<file path="config.mk">
export PLATFORM = sky130hd
export DESIGN_NAME = image_load_ctrl_flat
export DESIGN_NICKNAME = d
export VERILOG_FILES = /design/src/rtl/image_load_ctrl_if.sv /design/src/rtl/image_load_ctrl.sv /design/src/flat_wrapper.sv
export SDC_FILE = /design/constraint.sdc
export NUM_CORES = 1
export LEC_CHECK = 0
export BUFFER_PORTS_ARGS = -buffer_cell sky130_fd_sc_hd__clkbuf_2
export CAP_MARGIN = 40
export CORE_MARGIN = 2
export CORE_UTILIZATION = 55
export CTS_CLUSTER_SIZE = 40
export DETAILED_ROUTE_END_ITERATION = 8
export PLACE_DENSITY = 0.78
export SYNTH_ARGS = -nofsm -noshare
export SYNTH_HDL_FRONTEND = slang
export SYNTH_SLANG_ARGS = --single-unit
</file>
<file path="constraint.sdc">
create_clock -name clk -period 2 [get_ports clk]
set_input_delay 0.4 -clock clk [delete_from_list [all_inputs] [get_ports clk]]
set_output_delay 0.4 -clock clk [all_outputs]
set_load 0.01 [all_outputs]
</file>
<file path="src/rtl/image_load_ctrl_if.sv">
// Byte-stream, image RAM write port and inference handshake
// between the UART receiver, the load sequencer and the CNN engine.
interface image_load_ctrl_if #(
    parameter int ADDR_W = 10
);
    logic [7:0]        rx_data;
    logic              rx_valid;
    logic [ADDR_W-1:0] ram_wr_addr;
    logic [7:0]        ram_wr_data;
    logic              ram_wr_en;
    logic              cnn_start;
    logic              cnn_done;
    logic              busy;
    logic              overrun;
    logic              timeout_err;
    logic [7:0]        frame_count;

    modport master (
        output rx_data,
        output rx_valid,
        output cnn_done,
        input  ram_wr_addr,
        input  ram_wr_data,
        input  ram_wr_en,
        input  cnn_start,
        input  busy,
        input  overrun,
        input  timeout_err,
        input  frame_count
    );

    modport slave (
        input  rx_data,
        input  rx_valid,
        input  cnn_done,
        output ram_wr_addr,
        output ram_wr_data,
        output ram_wr_en,
        output cnn_start,
        output busy,
        output overrun,
        output timeout_err,
        output frame_count
    );
endinterface

</file>
<file path="src/rtl/image_load_ctrl.sv">
// Frames the UART pixel stream behind a two-byte sync header, fills
// the image RAM, then launches one CNN inference per frame.
module image_load_ctrl #(
    parameter int          NUM_PIXELS     = 784,
    parameter int          ADDR_W         = 10,
    parameter logic [7:0]  SYNC0          = 8'hAA,
    parameter logic [7:0]  SYNC1          = 8'h55,
    parameter int          TIMEOUT_CYCLES = 1000000,
    parameter int          TIMEOUT_W      = 20
) (
    input  logic               clk,
    input  logic               rst,
    image_load_ctrl_if.slave   bus
);
    typedef enum logic [2:0] {
        IDLE,
        SYNC,
        LOAD,
        START,
        RUN
    } state_t;

    localparam logic [ADDR_W-1:0]    LAST_PIX = ADDR_W'(NUM_PIXELS - 1);
    localparam logic [TIMEOUT_W-1:0] TO_LAST  = TIMEOUT_W'(TIMEOUT_CYCLES - 1);

    state_t                state;
    logic [ADDR_W-1:0]     pix_cnt;
    logic [TIMEOUT_W-1:0]  to_cnt;
    logic                  to_hit;
    logic                  waiting;

    assign waiting = (state == SYNC) || (state == LOAD);
    // Expiry only counts on a byte-less cycle, so a late byte always wins.
    assign to_hit  = waiting && !bus.rx_valid && (to_cnt == TO_LAST);

    always_ff @(posedge clk) begin
        if (rst) begin
            state           <= IDLE;
            pix_cnt         <= '0;
            to_cnt          <= '0;
            bus.ram_wr_addr <= '0;
            bus.ram_wr_data <= '0;
            bus.ram_wr_en   <= 1'b0;
            bus.cnn_start   <= 1'b0;
            bus.busy        <= 1'b0;
            bus.overrun     <= 1'b0;
            bus.timeout_err <= 1'b0;
            bus.frame_count <= '0;
        end else begin
            bus.ram_wr_en   <= 1'b0;
            bus.cnn_start   <= 1'b0;
            bus.timeout_err <= 1'b0;

            if (bus.rx_valid || !waiting || to_hit)
                to_cnt <= '0;
            else
                to_cnt <= to_cnt + 1'b1;

            unique case (state)
                IDLE: begin
                    if (bus.rx_valid && bus.rx_data == SYNC0)
                        state <= SYNC;
                end
                SYNC: begin
                    if (bus.rx_valid) begin
                        if (bus.rx_data == SYNC1) begin
                            state       <= LOAD;
                            pix_cnt     <= '0;
                            bus.overrun <= 1'b0;
                            bus.busy    <= 1'b1;
                        end else if (bus.rx_data != SYNC0) begin
                            state <= IDLE;
                        end
                    end else if (to_hit) begin
                        state           <= IDLE;
                        pix_cnt         <= '0;
                        bus.timeout_err <= 1'b1;
                    end
                end
                LOAD: begin
                    if (bus.rx_valid) begin
                        bus.ram_wr_en   <= 1'b1;
                        bus.ram_wr_addr <= pix_cnt;
                        bus.ram_wr_data <= bus.rx_data;
                        pix_cnt         <= pix_cnt + 1'b1;
                        if (pix_cnt == LAST_PIX)
                            state <= START;
                    end else if (to_hit) begin
                        state           <= IDLE;
                        pix_cnt         <= '0;
                        bus.busy        <= 1'b0;
                        bus.timeout_err <= 1'b1;
                    end
                end
                START: begin
                    // Start lands one cycle after the last RAM write commits.
                    bus.cnn_start <= 1'b1;
                    state         <= RUN;
                    if (bus.rx_valid)
                        bus.overrun <= 1'b1;
                end
                RUN: begin
                    if (bus.rx_valid)
                        bus.overrun <= 1'b1;
                    if (bus.cnn_done) begin
                        state           <= IDLE;
                        bus.busy        <= 1'b0;
                        bus.frame_count <= bus.frame_count + 1'b1;
                    end
                end
                default: begin
                    state    <= IDLE;
                    bus.busy <= 1'b0;
                end
            endcase
        end
    end
endmodule

</file>
<file path="src/flat_wrapper.sv">
// flat-port wrapper written by rule: the top's interface ports become plain ports
module image_load_ctrl_flat 
#(
    parameter int          NUM_PIXELS     = 784,
    parameter int          ADDR_W         = 10,
    parameter logic [7:0]  SYNC0          = 8'hAA,
    parameter logic [7:0]  SYNC1          = 8'h55,
    parameter int          TIMEOUT_CYCLES = 1000000,
    parameter int          TIMEOUT_W      = 20
)
  (clk, rst, bus_rx_data, bus_rx_valid, bus_cnn_done, bus_ram_wr_addr, bus_ram_wr_data, bus_ram_wr_en, bus_cnn_start, bus_busy, bus_overrun, bus_timeout_err, bus_frame_count);
  image_load_ctrl_if #(.ADDR_W(ADDR_W)) bus_i ();
  input  logic clk;
  input  logic rst;
  input wire logic [$bits(bus_i.rx_data)-1:0] bus_rx_data;
  input wire logic [$bits(bus_i.rx_valid)-1:0] bus_rx_valid;
  input wire logic [$bits(bus_i.cnn_done)-1:0] bus_cnn_done;
  output wire logic [$bits(bus_i.ram_wr_addr)-1:0] bus_ram_wr_addr;
  output wire logic [$bits(bus_i.ram_wr_data)-1:0] bus_ram_wr_data;
  output wire logic [$bits(bus_i.ram_wr_en)-1:0] bus_ram_wr_en;
  output wire logic [$bits(bus_i.cnn_start)-1:0] bus_cnn_start;
  output wire logic [$bits(bus_i.busy)-1:0] bus_busy;
  output wire logic [$bits(bus_i.overrun)-1:0] bus_overrun;
  output wire logic [$bits(bus_i.timeout_err)-1:0] bus_timeout_err;
  output wire logic [$bits(bus_i.frame_count)-1:0] bus_frame_count;
  assign bus_i.rx_data = bus_rx_data;
  assign bus_i.rx_valid = bus_rx_valid;
  assign bus_i.cnn_done = bus_cnn_done;
  assign bus_ram_wr_addr = bus_i.ram_wr_addr;
  assign bus_ram_wr_data = bus_i.ram_wr_data;
  assign bus_ram_wr_en = bus_i.ram_wr_en;
  assign bus_cnn_start = bus_i.cnn_start;
  assign bus_busy = bus_i.busy;
  assign bus_overrun = bus_i.overrun;
  assign bus_timeout_err = bus_i.timeout_err;
  assign bus_frame_count = bus_i.frame_count;
  image_load_ctrl #(.NUM_PIXELS(NUM_PIXELS), .ADDR_W(ADDR_W), .SYNC0(SYNC0), .SYNC1(SYNC1), .TIMEOUT_CYCLES(TIMEOUT_CYCLES), .TIMEOUT_W(TIMEOUT_W)) u_core (.clk(clk), .rst(rst), .bus(bus_i));
endmodule
</file>
Word-level counts from Yosys, hierarchy flattened --
Cells that the tools add are included.
Cells by class: multiplexer cells 27, reductions and logical operators 23, add/sub/neg operators 3, bitwise operators 3, equality and inequality tests 19
Operators by type and width (count):
- $mux 10 | 4
- $mux 3 | 8
- $add 20x1->20 const B | 1
- $eq 20x20->1 const B | 1
- $pmux 10 s2 | 1
- $pmux 3 s5 | 1
- $mux 1 | 11
- $add 10x1->10 const B | 1
- $eq 10x10->1 const B | 1
- $reduce_or 2->1 | 5
- $add 8x1->8 const B | 1
- $eq 8x7->1 const B | 1
- $eq 8x8->1 const B | 1
- $ne 2x2->1 const B | 4
- $ne 8x8->1 const B | 1
- $reduce_and 4->1 | 2
- $eq 3x2->1 const B | 2
- $ne 2x1->1 const B | 3
- $ne 3x3->1 const B | 2
- $reduce_and 2->1 | 3
- $reduce_and 6->1 | 1
- $ne 4x4->1 const B | 1
- $pmux 1 s4 | 1
- $reduce_bool 2->1 | 2
- other kinds (9) | 16
Storage, ports and cells: output and inout bits 31, register bits after elaboration 64, input bits 12

Longest topological paths before layout --
Gate-level depths: netlist of run 1.
depth in word-level cells 7, depth in mapped cells 8

Worst setup path before layout of run 1 --
OpenSTA, ideal clock, no wires.
kind reg2reg, from reg u_core.to_cnt[0], to reg u_core.pix_cnt[5], path slack 203 ps, stages on the path, launching flop included 7, buffers on the path 0, arrival 1666 ps, clock period less this slack 1797 ps, setup time 132 ps, cell sequence dfxtp_1 ha_1 and4_1 nand2_1 o41a_1 nor4b_2 nor3_1
Between the ends: cells in the longest elaborated chain, start to end 5, elaborated cells on any way between the ends 6
RTL lines:
- start: declaration | line image_load_ctrl.sv:28 | logic [TIMEOUT_W-1:0] to_cnt;
- start signal: assignment | line image_load_ctrl.sv:57 | to_cnt <= to_cnt + 1'b1;
- $eq 20x20->1 * | line image_load_ctrl.sv:34 | assign to_hit = waiting && !bus.rx_valid && (to_cnt == TO_LAST);
- $logic_and 1x1->1 * | line image_load_ctrl.sv:34
- $mux 10 *
- $mux 10 (on tied branches)
- $pmux 10 s2 *
- end signal: assignment | line image_load_ctrl.sv:85 | pix_cnt <= pix_cnt + 1'b1;
- end: declaration | line image_load_ctrl.sv:27 | logic [ADDR_W-1:0] pix_cnt;
Every way passes the cells marked *; elsewhere a longest branch is shown, timed or not. A chain may end at the register's enable or synchronous reset.

Worst setup path after layout of run 1 --
Same ends and word-level chain as after synthesis.

==> results of run 1 <==
[flip-flops by register name (all words and copies together), names as in the netlist]
register	flops
u_core.pix_cnt	10
u_core.bus.cnn_start	1
u_core.bus.frame_count	8
u_core.bus.overrun	1
u_core.bus.timeout_err	1
u_core.state	3
u_core.bus.ram_wr_data	8
u_core.to_cnt	20
u_core.bus.ram_wr_addr	10
u_core.bus.ram_wr_en	1
u_core.bus.busy	1
[logic make-up after synthesis]
logic type               after synthesis  share of synthesized area (%)
buffers and inverters                 24                           4.14
AND/OR/NAND/NOR                      159                           28.4
multiplexers                           1                          0.356
adder cells (fa/ha/maj)                3                           1.34
flip-flops                            64                           45.6
XOR/XNOR                              26                           8.10
AO/OA/AOI/OAI                         57                           12.1
[per-stage QoR]
stage	std cells	hold slack, ps	cell area, um2	util [%]	total power, mW
floorplan	334	417	2810	-	1.33
global placement	445	429	3150	62.9	1.35
detailed placement	445	448	3150	62.9	1.35
CTS	461	301	3380	67.5	2.62
global route	461	315	3380	67.5	2.68
finish	461	306	3380	67.5	2.60
[timing repair]
item,CTS,global route
setup endpoints to repair,0,1
buffers inserted,0,0
gates resized for setup,0,1
[worst max-delay path, stage by stage (launching register included)]
cell,delay (ps)
dfxtp_1,350
ha_1,200
and4_1,230
nand2_1,90
o41a_1,510
nor4b_2,300
nor3_1,70
[worst max-delay path by stage]
stage	from	end	slack, ps	depth (start not counted)
floorplan	u_core.to_cnt[0]	u_core.pix_cnt[5]	200	6
global placement	u_core.to_cnt[0]	u_core.pix_cnt[5]	190	6
detailed placement	u_core.to_cnt[0]	u_core.pix_cnt[5]	130	6
CTS	u_core.to_cnt[0]	u_core.pix_cnt[5]	100	6
global route	u_core.to_cnt[0]	u_core.pix_cnt[1]	0.7	6
finish	u_core.to_cnt[0]	u_core.pix_cnt[5]	110	6
[routing by layer]
layer / share of wire [%] / vias up / track usage, % / wire length, um
met1: 47 / 1184 / 29.0 / 2800
met2: 48 / 54 / 36.4 / 2840
met4: 1.6 / 0 / 9.75 / 93
met3: 3.6 / 9 / 4.37 / 211
met5: 0 / - / 0 / 0
li1: - / 1273 / - / -
[cell type report]
type                    count  area share [%]
inverters                   7           0.777
well taps                  70            2.59
clock buffers              14            5.10
multi-input cells         246            41.8
flip-flops and latches     64            37.9
repair buffers             58            10.1
clock inverters             2            1.78
[placed cells by master (no fill, tap or decap), drive strengths merged, types with 2 or more instances in the layout]
master   n
nand4    9
or3      6
buf     16
ha       3
a21oi   26
nor4     5
and4     3
dfxtp   64
a211oi   3
o21ai    9
nand3   15
xor2    12
nor2b    2
and3     6
bufinv   2
a31oi    7
nor2    39
inv      7
nand2b   2
nor4bb   4
o31ai    2
clkbuf  56
xnor2   14
nand2   50
nor3    10
nor4b    2
o211ai   2
[power by group through the flow]
| stage | Combinational [mW] | Sequential (mW) | Clock, mW |
|---|---|---|---|
| floorplan | 0.0269 | 1.30 | 0 |
| global placement | 0.0506 | 1.30 | 0 |
| detailed placement | 0.0514 | 1.30 | 0 |
| CTS | 0.0521 | 1.27 | 1.29 |
| global route | 0.0568 | 1.27 | 1.35 |
| finish | 0.0520 | 1.27 | 1.28 |
==> out/metrics.yaml, run 1 <==
setup_tns_ps: 0
run_status: "finished clean"
fin_crit_sh_pct: 94.3
combPwrFrac_pct: 2.0
finalHoldViolations: 0
crit_required_ps: 2200
power.leakage_nw: 1.23
start_util_pct: 56.1
crit_type: "flip-flop to flip-flop"
ir_drop_mv: 0.498
insertion_delay_ps: 340
min_path_type: "primary input to flip-flop"
seqPwrFrac_pct: 49.0
antennaDiodeCount: 0
async_flop_share_pct: 0
fin_nets: 401
grt_pass1_wl_mm: 9.82
swShare_pct: 19.3
multi_input_area_um2: 1410
seqCellArea_um2: 1280
tightest_slew_ps: 498
switching_power_mw: 0.503
die-area_um2: 5700
finalSetupViolCount: 0
cts_hold_buf: 0
area_delta_synth_final_pct: 20.4
fin_ws_ps: 114
min_to: "u_core.bus.ram_wr_data[0]"
drc: 0
fill_cells: 446
ys_top_cells_by_area: "dfxtp_1, nand2_1, nor2_1"
dr_total_vias: 2520
track_usage_pct: 22.4
cts_made_buffers: 9
dp_hpwl_mm: 4.15
max_freq_mhz: 530
syn_area_um2: 2810
r2r_start: "u_core.to_cnt[0]"
wl_per_cell_um: 12.9
cts_tree: "built"
critPathMaxFanout: 8
drtPass1Iterations: 4
fin_skew_ps: 9.33
syn_nets: 349
grt_pass1_vias: 2262
htreeDepth: 3
p_clk_share_pct: 49.0
netlist_top_cells_count: "dfxtp_1, nand2_1, nor2_1"
yosys_register_bits: 64
drive_gt1_share_pct: 19.9
boundaryPins: 43
antenna_found_initial: 0
avgSynthCellArea_um2: 8.41
die_w_um: 75.5
synth_top_area_cell: "dfxtp_1"
drt-initial-drc-count: 105
ys_types: 45
rrSetupSlack_ps: 110
grt_overflow: 0
die_y_um: 75.5
ys.flop_type: "dfxtp_1"
slew_headroom_pct: 66.5
synth_most_common_cell: "dfxtp_1"
synthCells: 334
synth_top_area_share_pct: 45.6
yosysWarnings: 0
min_period_ps: 1890
power.density_nw_per_um2: 769
synth_edf_count: 0
reg2reg_depth: 6
whs_path_depth: 3
pre_cts_slack_ps: 125
worst-endpoint-arrival_ps: 2090
rsz0062_at_grt: "no"
cts_buffer_depth: 2
core_area_um2: 5010
drv_cap: 0
min-delay-start: "bus_rx_data[0]"
place.gp.congestion: 0.838
wl_mm: 5.94
maxSlewViolCount: 0
cts-root-buf: "clkbuf_8"
internal_power_mw: 2.10
clkSinkCount: 64
r2r_end: "u_core.pix_cnt[5]"
start_kind: "flip-flop"
vias_per_cell: 5.47
io_buffer_count: 42
drtAntennaViolNets: 0
clk_pin_slew_ps: 60
ys_seq_area_share_pct: 45.6
grt_max_degree: 45
rows: 26
crit_path_end_kind: "flip-flop"
(Power assumes the default switching activity.)
==> run 2: changes to the inputs <==
Settings changed: BUFFER_PORTS_ARGS -buffer_cell sky130_fd_sc_hd__clkbuf_2 to default, DONT_BUFFER_PORTS from default to 1, PLACE_DENSITY 0.78 to 0.7.
==> run 2 against run 1 <==
Effect of this change: via count decreased by 7.1%; utilization fell by 4.8 points; largest cell class unchanged; worst hold slack worse by 180 ps; critical endpoint unchanged; final area shrank 7.2%; fmax decreased by 0.41%; clock power is 5% lower; sequential power is essentially flat; count of clock-buffer cells in the layout fell by 4; first-iteration DRC count is 28% lower; wire length shrank 4.2%.
==> out/metrics.yaml, run 2 (same netlist as run 1, synthesis figures left out) <==
run_status: "finished clean"
whs_ps: 128  # -177 ps
clk_pin_slew_ps: 70  # about the same
place.gp.congestion: 0.819  # -2.2%
grt_pass1_wl_mm: 9.49  # -3.4%
layoutNonFillerInstCount: 418  # -9.3%
fin_crit_sh_pct: 94.7  # +0.39 points
drive_gt1_share_pct: 10.6  # -9.3 points
reg2reg_depth: 6  # unchanged
cts_setup_buffers: 0  # unchanged
final_common_cell: "dfxtp_1"
drv_cap: 0  # unchanged
cts_made_buffers: 9  # unchanged
wl_met2_mm: 2.75  # -3.2%
antennaDiodeCount: 0  # unchanged
route.met3.wl_um: 249  # +18%
boundaryPins: 43  # unchanged
crit_path_end_kind: "flip-flop"
max_freq_mhz: 528  # -0.41%
finalSetupViolCount: 0  # unchanged
routed.top_layer: "met4"
seqPwrFrac_pct: 50.9  # +1.9 points
grt_max_degree: 46  # +2.2%
finalHoldViolations: 0  # unchanged
die_w_um: 75.5  # unchanged
maxSlewViolCount: 0  # unchanged
clkSinkCount: 64  # unchanged
tightest_slew_ps: 522  # +24.0 ps
ir_drop_mv: 0.704  # +41%
setup_tns_ps: 0  # unchanged
place_inst: 402  # -9.7%
insertion_delay_ps: 330  # about the same
area_delta_synth_final_pct: 11.8
htreeDepth: 3  # unchanged
min_to: "u_core.bus.ram_wr_addr[0]"
track_usage_pct: 21.6  # -0.82 points
die-area_um2: 5700  # unchanged
rrSetupSlack_ps: 110  # about the same
drtAntennaViolNets: 0  # unchanged
switching_power_mw: 0.493  # -2.0%
grt_pass1_vias: 2190  # -3.2%
grt_overflow: 0  # unchanged
r2r_start: "u_core.to_cnt[0]"
die_y_um: 75.5  # unchanged
drt-initial-drc-count: 76  # -28%
slew_headroom_pct: 65.2  # -1.3 points
largest_reg_flops: 20  # unchanged
cts-root-buf: "clkbuf_8"
rsz0062_at_grt: "no"
crit_type: "flip-flop to flip-flop"
post-route-cell-area_um2: 3140  # -7.2%
cts_hold_buf: 0  # unchanged
p_clk_share_pct: 48.4  # -0.6 points
internal_power_mw: 2.01  # -4.2%
min-delay-start: "rst"
start_util_pct: 56.1  # unchanged
drc: 0  # unchanged
min_path_type: "primary input to flip-flop"
dr_total_vias: 2340  # -7.1%
ctsResizeCount: 0  # unchanged
vias_per_cell: 5.60  # +2.4%
drt-met1-wl_mm: 2.57  # -8.2%
worst-endpoint-arrival_ps: 2110  # +20 ps
whs_path_depth: 1  # -2
cts_tree: "built"
fin_nets: 358  # -11%
antenna_found_initial: 0  # unchanged
dpl-instance-area_um2: 2920  # -7.3%
core_area_um2: 5010  # unchanged
power.density_nw_per_um2: 798  # +3.7%
largest_registers: "u_core.to_cnt x20, u_core.bus.ram_wr_addr x10, u_core.pix_cnt x10"
critPathMaxFanout: 8  # unchanged
r2r_end: "u_core.pix_cnt[5]"
dp_hpwl_mm: 3.90  # -6.1%
wl_per_cell_um: 13.6  # +5.6%
cts_buffer_depth: 2  # unchanged
fin_skew_ps: 5.25  # -4.07 ps
power.leakage_nw: 1.02  # -17%
layout_common_cells: "dfxtp_1, nand2_1, nor2_1"
combPwrFrac_pct: 0.7  # -1.3 points
largest-register: "u_core.to_cnt"
drtPass1Iterations: 4  # unchanged
fill_cells: 467  # +4.7%
rows: 26  # unchanged
min_period_ps: 1890  # +7.80 ps
crit_required_ps: 2220  # +20 ps
io_buffer_count: 0  # -100%
swShare_pct: 19.7  # +0.35 points
wl_mm: 5.69  # -4.2%
start_kind: "flip-flop"
[run 2: power groups by stage]
stage,clock (mW),combinational [mW],sequential (mW)
after global placement,0,0.0169,1.30
after CTS,1.24,0.0173,1.27
after floorplan,0,0.0269,1.30
after detailed placement,0,0.0172,1.30
after global routing,1.30,0.0187,1.27
final,1.21,0.0171,1.27
[run 2: worst max-delay path by stage]
stage | start | cells after the start | slack [ps] | end
2_1_floorplan | u_core.to_cnt[0] | 6 | 200 | u_core.pix_cnt[5]
3_3_place_gp | u_core.to_cnt[0] | 6 | 170 | u_core.pix_cnt[5]
3_5_place_dp | u_core.to_cnt[0] | 6 | 110 | u_core.pix_cnt[5]
4_1_cts | u_core.to_cnt[0] | 6 | 100 | u_core.pix_cnt[5]
5_1_grt | u_core.to_cnt[10] | 5 | 3 | u_core.pix_cnt[6]
6_report | u_core.to_cnt[0] | 6 | 110 | u_core.pix_cnt[5]
[run 2: routing by layer]
| layer | up-vias | track usage (%) |
|---|---|---|
| met5 | - | 0 |
| met4 | 0 | 11.7 |
| met3 | 10 | 5.16 |
| met2 | 52 | 33.5 |
| met1 | 1097 | 27.7 |
| li1 | 1181 | - |
[run 2: critical path, stage by stage, from the launching register on]
cell	delay [ps]
dfxtp_1	360
ha_1	200
and4_1	240
nand2_1	100
o41a_1	510
nor4b_2	310
nor3_1	70
[run 2: stage by stage]
step                setup WS [ps]  total power, mW  utilization (%)
floorplan                     203             1.33                -
detailed placement            110             1.32             58.3
global route                 2.58             2.59             62.7
global placement              167             1.32             58.3
CTS                           104             2.53             62.7
finish                        106             2.50             62.7
[run 2: cell type report]
type	count	area [um2]	area share (%)
clock inverters	6	82.6	2.63
flip-flops and latches	64	1280	40.8
clock buffers	10	138	4.38
well taps	70	87.6	2.79
repair buffers	15	113	3.59
inverters	7	26.3	0.837
multi-input cells	246	1410	45.0
